File: config.mk
export PLATFORM = sky130hd
export DESIGN_NAME = sr_seq_ctrl
export DESIGN_NICKNAME = d
export VERILOG_FILES = /design/src/rtl/sr_seq_ctrl.sv
export SDC_FILE = /design/constraint.sdc
export NUM_CORES = 1
export LEC_CHECK = 0
export CAP_MARGIN = 10
export CORE_ASPECT_RATIO = 0.9
export CORE_MARGIN = 4
export CORE_UTILIZATION = 48
export DETAILED_ROUTE_END_ITERATION = 16
export PLACE_DENSITY = 0.82
export REMOVE_ABC_BUFFERS = 1
export SETUP_SLACK_MARGIN = 0.4
export SLEW_MARGIN = 20
export SYNTH_ARGS = -nofsm -noshare
export SYNTH_HDL_FRONTEND = slang
export SYNTH_SLANG_ARGS = --single-unit
File: constraint.sdc
create_clock -name clk -period 2.5 [get_ports clk]
set_input_delay 0.375 -clock clk [delete_from_list [all_inputs] [get_ports clk]]
set_output_delay 0.375 -clock clk [all_outputs]
set_load 0.01 [all_outputs]
File: src/rtl/sr_seq_ctrl.sv
// sr_seq_ctrl: command sequencer for a W-bit serial-in/parallel-load shift register.
//
// Accepts one command at a time and drives the attached register to either
// parallel-load a word and shift it back out (LOAD_OUT, op=0), or serially
// shift a word in (SHIFT_IN, op=1). The resulting word and a mismatch flag are
// returned over a response handshake.
//
// Attached register behaviour: load=1 gives q<=d, otherwise q<={data, q[0:W-2]};
// q[W-1] is the serial output. The register itself has no reset.
//
// Ports:
//   clk        system clock, rising edge
//   rst        asynchronous active-high reset
//   cmd_valid  command present
//   cmd_ready  controller can accept a command (IDLE only)
//   cmd_op     0 = LOAD_OUT, 1 = SHIFT_IN
//   cmd_word   command word
//   rsp_valid  response present (DONE only)
//   rsp_ready  consumer accepts response
//   rsp_word   result word (0 outside DONE)
//   rsp_err    result differs from command word (0 outside DONE)
//   busy       high in any state except IDLE
//   sr_load    shift register load
//   sr_d       shift register parallel input
//   sr_data    shift register serial input
//   sr_q       shift register output
module sr_seq_ctrl #(
  parameter int unsigned W = 3
) (
  input  logic         clk,
  input  logic         rst,
  input  logic         cmd_valid,
  output logic         cmd_ready,
  input  logic         cmd_op,
  input  logic [0:W-1] cmd_word,
  output logic         rsp_valid,
  input  logic         rsp_ready,
  output logic [0:W-1] rsp_word,
  output logic         rsp_err,
  output logic         busy,
  output logic         sr_load,
  output logic [0:W-1] sr_d,
  output logic         sr_data,
  input  logic [0:W-1] sr_q
);

  localparam int unsigned CntW = $clog2(W + 1);
  localparam logic [CntW-1:0] CntLast = CntW'(W - 1);

  typedef enum logic [1:0] {StIdle, StLoad, StShift, StDone} state_e;

  state_e          state_q, state_d;
  logic            op_q, op_d;
  logic [0:W-1]    word_q, word_d;
  logic [0:W-1]    cap_q, cap_d;
  logic [CntW-1:0] cnt_q, cnt_d;

  always_ff @(posedge clk or posedge rst) begin
    if (rst) begin
      state_q <= StIdle;
      op_q    <= 1'b0;
      word_q  <= '0;
      cap_q   <= '0;
      cnt_q   <= '0;
    end else begin
      state_q <= state_d;
      op_q    <= op_d;
      word_q  <= word_d;
      cap_q   <= cap_d;
      cnt_q   <= cnt_d;
    end
  end

  // All sr_* and cmd_ready decode from registered state only; cmd_* never
  // reaches the shift register combinationally.
  always_comb begin
    state_d   = state_q;
    op_d      = op_q;
    word_d    = word_q;
    cap_d     = cap_q;
    cnt_d     = cnt_q;
    cmd_ready = 1'b0;
    rsp_valid = 1'b0;
    rsp_word  = '0;
    rsp_err   = 1'b0;
    busy      = 1'b1;
    sr_load   = 1'b0;
    sr_d      = '0;
    sr_data   = 1'b0;

    unique case (state_q)
      StIdle: begin
        cmd_ready = 1'b1;
        busy      = 1'b0;
        if (cmd_valid) begin
          word_d  = cmd_word;
          op_d    = cmd_op;
          cnt_d   = '0;
          cap_d   = '0;
          state_d = cmd_op ? StShift : StLoad;
        end
      end

      StLoad: begin
        sr_load = 1'b1;
        sr_d    = word_q;
        state_d = StShift;
      end

      StShift: begin
        if (!op_q) begin
          // Capture the serial output as it leaves; after W edges cap holds
          // the loaded word in its original bit order.
          cap_d = {sr_q[W-1], cap_q[0:W-2]};
        end else begin
          // Feed word_q[W-1-cnt]: the highest index goes in first so it ends
          // up at q[W-1] after W shifts.
          for (int unsigned i = 0; i < W; i++) begin
            if (cnt_q == CntW'(W - 1 - i)) begin
              sr_data = word_q[i];
            end
          end
        end
        if (cnt_q == CntLast) begin
          cnt_d   = '0;
          state_d = StDone;
        end else begin
          cnt_d = cnt_q + CntW'(1);
        end
      end

      StDone: begin
        rsp_valid = 1'b1;
        rsp_word  = op_q ? sr_q : cap_q;
        rsp_err   = (rsp_word != word_q);
        if (rsp_ready) begin
          state_d = StIdle;
        end
      end

      default: begin
        state_d = StIdle;
      end
    endcase
  end

endmodule

==> results of run 1 <==
[cell families after synthesis]
logic type	count (synthesis)
muxes	13
AOI/OAI and AO/OA	11
buffers and inverters	10
xor gates and xnor gates	3
and+or+nand+nor	17
adders and majority gates	5
DFF	11
[placed cells by master (no fill, tap or decap)]
cell             netlist  layout
nand2_1                7       7
ha_1                   5       2
inv_1                  9       7
mux2_2                 4       4
and3_2                 1       1
clkdlybuf4s50_1        0      18
dfrtp_1               11       7
nand2b_1               2       2
dlygate4sd2_1          0       1
mux2i_2                1       1
a2bb2oi_1              1       1
mux2i_1                7       5
o21ai_1                1       1
inv_2                  0       2
o31ai_1                2       2
ha_4                   0       1
mux2_1                 1       1
mux2i_4                0       2
clkbuf_4               0       3
a221oi_2               1       1
dlymetal6s2s_1         0       2
dfrtp_2                0       4
a22o_1                 2       2
o22ai_1                1       1
and2b_1                1       1
nor2b_1                3       3
o41ai_1                2       2
o31a_1                 1       1
clkdlybuf4s15_1        0       1
clkbuf_1               0       1
and2_1                 3       3
xnor2_1                3       3
buf_4                  0       1
ha_2                   0       2
[sequential cells by signal, summed over array words and instances (netlist names)]
signal,flops
word_q,3
cnt_q,2
cap_q,3
op_q,1
state_q,2
[report_power, final]
group / leakage, nW / switching (W) / internal, W
Sequential: 0.133 / 0.000137 / 0.000270
Clock: 0.0150 / 0.0000610 / 0.0000618
Combinational: 0.317 / 0.000335 / 0.000437
Total: 0.464 / 0.000533 / 0.000768
[cells in the mapped netlist (2+ instances only)]
library cell  count
ha_1              5
nand2_1           7
xnor2_1           3
o41ai_1           2
dfrtp_1          11
mux2i_1           7
and2_1            3
inv_1             9
nor2b_1           3
nand2b_1          2
mux2_2            4
a22o_1            2
o31ai_1           2
[worst paths after layout]
| kind | startpoint | endpoint | slack (ns) | depth (start not counted) |
|---|---|---|---|---|
| worst max-delay path | op_q | rsp_err | 0.46 | 4 |
| worst min-delay path | rst | word_q[2] | 0.40 | 2 |
| worst max register to register | state_q[0] | state_q[0] | 0.74 | 5 |
| worst min register to register | cnt_q[0] | cnt_q[0] | 0.55 | 1 |
| max in group asynchronous | rst | cnt_q[0] | 1.78 | 2 |
| min in group clk | cnt_q[0] | cnt_q[0] | 0.55 | 1 |
[cell type report]
type | instances | area [µm²] | share of cell area [%]
multi-input cells | 49 | 457 | 43.6
repair buffers | 23 | 231 | 22.1
flip-flops and latches | 11 | 280 | 26.8
well taps | 15 | 18.8 | 1.79
clock buffers | 4 | 26.3 | 2.51
inverters | 9 | 33.8 | 3.23
[timing repair]
item	in CTS	in global routing
hold endpoints to repair	0	0
cloned	0	0
pin swaps	0	1
endpoints found under the setup margin	5	9
gates resized for setup	8	11
setup buffers	1	0
[per-stage QoR]
step / utilization (%) / cell area, µm² / power (W) / setup WS, ns
floorplan: - / 723 / 0.000830 / 0.854
global placement: 66.5 / 962 / 0.00106 / 0.266
detailed placement: 66.5 / 962 / 0.00110 / 0.207
CTS: 69.9 / 1010 / 0.00125 / 0.399
global route: 72.3 / 1050 / 0.00140 / 0.382
finish: 72.3 / 1050 / 0.00130 / 0.460
[worst register-to-register path: stages (launching register included)]
cell      delay [ns]
dfrtp_2         0.41
inv_2           0.07
ha_1            0.26
and2b_1         0.26
a221oi_2        0.29
mux2_1          0.35
[per-layer routing]
metal  GRT usage (%)  vias up  wire length, µm
li1                -      294                -
met1            20.1      305              714
met2            33.7       16              982
met3            4.29        4               78
met4            5.11        0               23
met5               0        -                0
==> results.md, run 1 <==
- Final period utilization: 81.6%
- Relative slew margins: 71.1%
- Bufs and invs on worst path: 1
- Die ar.: 0.00222 mm²
- Final Hold Viols: 0
- Syn-to-layout area delta: 42.6%
- Synth top area share: 37.5%
- Initial DRC count: 4
- Vias per inst: 5.58
- Wire per inst: 16.2 µm
- Final hold slack: 0.396 ns
- Leakage: 0.464 nW
- CP Class: reg -> out
- DIE HEIGHT: 45.1 µm
- Number of enable flip-flop cells after synthesis: 0
- Peak Freq: 0.490 GHz
- Mapped cell area: 734 µm²
- Die Wd: 49.2 µm
- CTS sink cnt: 11
- VDD IR max: 0.788 mV
- Async set-reset flop share out of synthesis: 100%
- Clock Skews: 0.00101 ns
- Crit path cell chain: mux2i_4 -> xnor2_1 -> o31a_1 -> clkdlybuf4s15_1
- Initial Util: 50.7%
- Via count: 619
- H-tree depth: 1
- Xor and xnor fraction of the mapped netlist area: 3.58%
- Seq/Total Area, Yosys: 37.5%
- Inst Count DP: 106
- Syn Area/Cell: 10.5 µm²
- Startpoint Class: flop
- First-pass GRT wire length: 2930 µm
- Critical path fanouts, max: 6
- Number of synthesized register bits: 11
- Synth area leader: dfrtp_1
- Root Driver: clkbuf_4
- Final TNS setup: 0 ns
- Distinct cells, synth: 23
- Initial antenna violation count: 0
- Primary FF master, synth: dfrtp_1
- Num rows: 13
- Synth warn: 0
- CP peak stage delay: 0.48 ns
- Clk slew on worst S/H paths: 0.07 ns
- Tot GR Track Use: 17.8%
- TritonRoute pass-1 iters: 4
- Final ANT Viol Nets: 0
- Hold-fix buffers at CTS: 0
- Synth Area in Compound Gates: 12.8%
- Core ar.: 0.00145 mm²
- Max cap viols: 0
- Pwr Density: 1240 mW/mm²
- Post-Synth Adder-Cell Area: 8.52%
- CTS tree: yes
- Setup violators final: 0
- Critical Path End Type: output pin
- Period minus WS final: 2.04 ns
- Drt total wl: 1800 µm
- Non-filler instance count after layout: 111
- Status: finished, final reports clean
- Unrepaired setup endpoints after global routing: no
- Final HPWL DP: 1350 µm
- Inserted Clock Buffers: 3
- # IOs: 23
- Largest family of logic cells by synthesized area: multiplexers
- IO Port Bufs: 22
- Post-route DRC: 0
- Max clock buf depth: 2
- Cells after Synth: 70
- Nets: 113
- Vias in the first global route: 630
- Fill count: 109
- Tightest Hold Check Type: in -> async
- Slowest library cell on the worst path: dfrtp_2
- Antenna fix cells: 0
- Largest net degree at the start of global routing: 12
- Simple-gate share of the synthesized area: 12.4%
- Worst path required time: 2.12 ns
- Share of layout cells above drive strength 1: 22.9%
- Post-synthesis mux area share: 19.1%
- Final max-slew violation count: 0
- Critical path's top delay family: flip-flops
- Total gr overflow: 0
- GPL Wtd Cong: 0.768
- Clk Latency, worst-skew pair: 0.27 ns
- Arrival time at the worst endpoint: 1.66 ns
- Worst-Margin Slew: 0.421 ns
- Synth area leaders: dfrtp_1, mux2i_1, ha_1
Note: power is estimated with default switching activity, not from simulation.
==> run 2: changes to the inputs <==
--- a/config.mk
+++ b/config.mk
@@ -8,9 +8,9 @@
 export CAP_MARGIN = 10
 export CORE_ASPECT_RATIO = 0.9
 export CORE_MARGIN = 4
-export CORE_UTILIZATION = 48
+export CORE_UTILIZATION = 45
 export DETAILED_ROUTE_END_ITERATION = 16
-export PLACE_DENSITY = 0.82
+export PLACE_DENSITY = 0.78
 export REMOVE_ABC_BUFFERS = 1
 export SETUP_SLACK_MARGIN = 0.4
 export SLEW_MARGIN = 20
==> constraint.sdc (replaced) <==
create_clock -name clk -period 2.1 [get_ports clk]
set_input_delay 0.315 -clock clk [delete_from_list [all_inputs] [get_ports clk]]
set_output_delay 0.315 -clock clk [all_outputs]
set_load 0.01 [all_outputs]
==> results.md, run 2 (synthesis gave the netlist of run 1 again) <==
- Post-place setup slack: -0.0305 ns (was 0.207 ns)
- VDD IR max: 0.947 mV (was 0.788 mV)
- Drt total wl: 1780 µm (was 1800 µm)
- Clk Latency, worst-skew pair: 0.26 ns (was 0.27 ns)
- Final HPWL DP: 1270 µm (was 1350 µm)
- Switching power: 0.000629 W (was 0.000533 W)
- Switching Share: 40.3% (was 41.0%)
- Final max-slew violation count: 0 (unchanged)
- Clock Skews: 0.00352 ns (was 0.00101 ns)
- Most frequent cells in the layout: clkdlybuf4s50_1, buf_4, dfrtp_1 (was clkdlybuf4s50_1, nand2_1, inv_1, dfrtp_1, mux2i_1)
- Wire per inst: 14.0 µm (was 16.2 µm)
- Arrival time at the worst endpoint: 1.46 ns (was 1.66 ns)
- Final period utilization: 84.3%
- TritonRoute pass-1 iters: 4 (unchanged)
- Leakage: 0.528 nW (was 0.464 nW)
- Antenna fix cells: 0 (unchanged)
- Root Driver: clkbuf_4 (unchanged)
- Critical path fanouts, max: 5 (was 6)
- Reg power frac: 28.7% (was 31.3%)
- Via count: 646 (was 619)
- CP Class: reg -> out (unchanged)
- Share of layout cells above drive strength 1: 34.3% (was 22.9%)
- Reg-to-reg endpoint: state_q[0] (unchanged)
- Util after Layout: 71.4% (was 72.3%)
- Final Hold Viols: 0 (unchanged)
- Biggest regs: cap_q (3), word_q (3) (unchanged)
- # IOs: 23 (unchanged)
- Relative slew margins: 70.7% (was 71.1%)
- First-pass GRT wire length: 2930 µm (about the same)
- Post-route DRC: 0 (unchanged)
- Max cap viols: 0 (unchanged)
- IO Port Bufs: 22 (unchanged)
- GPL Wtd Cong: 0.773 (was 0.768)
- Power after layout: 0.00156 W (was 0.00130 W)
- Clk slew on worst S/H paths: 0.07 ns (about the same)
- Largest net degree at the start of global routing: 12 (unchanged)
- DIE HEIGHT: 46.3 µm (was 45.1 µm)
- R2R setup slack: 0.44 ns (was 0.74 ns)
- Critical Path End Type: output pin (unchanged)
- Start of the worst register-to-register path: state_q[1] (was state_q[0])
- Initial Util: 49.1% (was 50.7%)
- Initial antenna violation count: 0 (unchanged)
- Non-filler instance count after layout: 127 (was 111)
- Startpoint Class: flop (unchanged)
- Peak Freq: 0.565 GHz
- CTS tree: yes (unchanged)
- Inserted Clock Buffers: 3 (unchanged)
- Vias per inst: 5.09 (was 5.58)
- Comb pwr share: 62.1% (was 59.3%)
- Cell area after layout: 0.00107 mm² (was 0.00105 mm²)
- Setup violators final: 0 (unchanged)
- Worst-Margin Slew: 0.427 ns (was 0.421 ns)
- Inst Count DP: 116 (was 106)
- Die Wd: 50.6 µm (was 49.2 µm)
- Worst setup margin: 0.329 ns (was 0.460 ns)
- Max clock buf depth: 2 (unchanged)
- Tot GR Track Use: 17.2% (was 17.8%)
- Pwr Density: 1460 mW/mm² (was 1240 mW/mm²)
- Nets: 122 (was 113)
- Unrepaired setup endpoints after global routing: yes (was no)
- Initial DRC count: 12 (was 4)
- Syn-to-layout area delta: 45.5% (was 42.6%)
- Status: finished, final reports clean (unchanged)
- CTS sink cnt: 11 (unchanged)
- Period minus WS final: 1.77 ns
- Vias in the first global route: 660 (was 630)
- Cell Area, Placed: 993 µm² (was 962 µm²)
- Worst path required time: 1.78 ns (was 2.12 ns)
- Total gr overflow: 0 (unchanged)
- P_int: 0.000934 W (was 0.000768 W)
- Num rows: 13 (unchanged)
- H-tree depth: 1 (unchanged)
- Final ANT Viol Nets: 0 (unchanged)
- Clock share of power: 9.2% (was 9.4%)
- Core ar.: 0.00150 mm² (was 0.00145 mm²)
- Tightest Hold Check Type: in -> async (unchanged)
- Die ar.: 0.00234 mm² (was 0.00222 mm²)
- Worst reg-to-reg path cell count: 5 (unchanged)
run 2: power groups by stage:
| stage | Clock [W] | Combinational (W) | Sequential, W |
|---|---|---|---|
| after CTS | 0.000147 | 0.000911 | 0.000452 |
| after global routing | 0.000163 | 0.00107 | 0.000463 |
| after floorplan | 0 | 0.000571 | 0.000417 |
| after detailed placement | 0 | 0.000896 | 0.000439 |
| after global placement | 0 | 0.000873 | 0.000438 |
| final | 0.000144 | 0.000970 | 0.000448 |
run 2: area by class of cell:
class	instances	area [µm²]
clock buffer	4	26.3
fill	116	428
inverter	9	33.8
multi-input combinational	49	437
sequential	11	279
tap	22	27.5
timing repair buffer	32	265
run 2: worst max path at each step:
stage	start	endpoint	slack, ns	depth (start not counted)
finish	op_q	rsp_err	0.33	4
global route	op_q	rsp_err	0.21	4
CTS	op_q	rsp_err	0.17	4
detailed placement	sr_q[2]	rsp_err	-0.03	5
global placement	sr_q[2]	rsp_err	-0.02	5
floorplan	state_q[0]	state_q[0]	0.45	5
run 2: metal layers:
| metal | track usage (%) | wire, µm | vias up |
|---|---|---|---|
| li1 | - | - | 310 |
| met1 | 20.4 | 768 | 312 |
| met2 | 30.7 | 910 | 20 |
| met3 | 4.21 | 77 | 4 |
| met4 | 6.45 | 27 | 0 |
| met5 | 0 | 0 | - |
run 2: worst max-delay path, cell delays in order (launching register included):
cell      delay [ns]
dfrtp_2         0.43
mux2i_2         0.26
xnor2_1         0.09
o31a_1          0.29
clkbuf_2        0.12
run 2: what timing repair did:
action                                  in CTS  in global routing
hold buffers                                 0                  0
setup buffers                                3                  4
gates resized for setup                     21                 15
endpoints found under the setup margin      13                 15
run 2: metrics by stage:
stage	hold WS (ns)	setup TNS, ns
3_3_place_gp	0.529	-0.0170
6_report	0.331	0
4_1_cts	0.350	0
3_5_place_dp	0.541	-0.0305
2_1_floorplan	0.167	0
5_1_grt	0.385	0
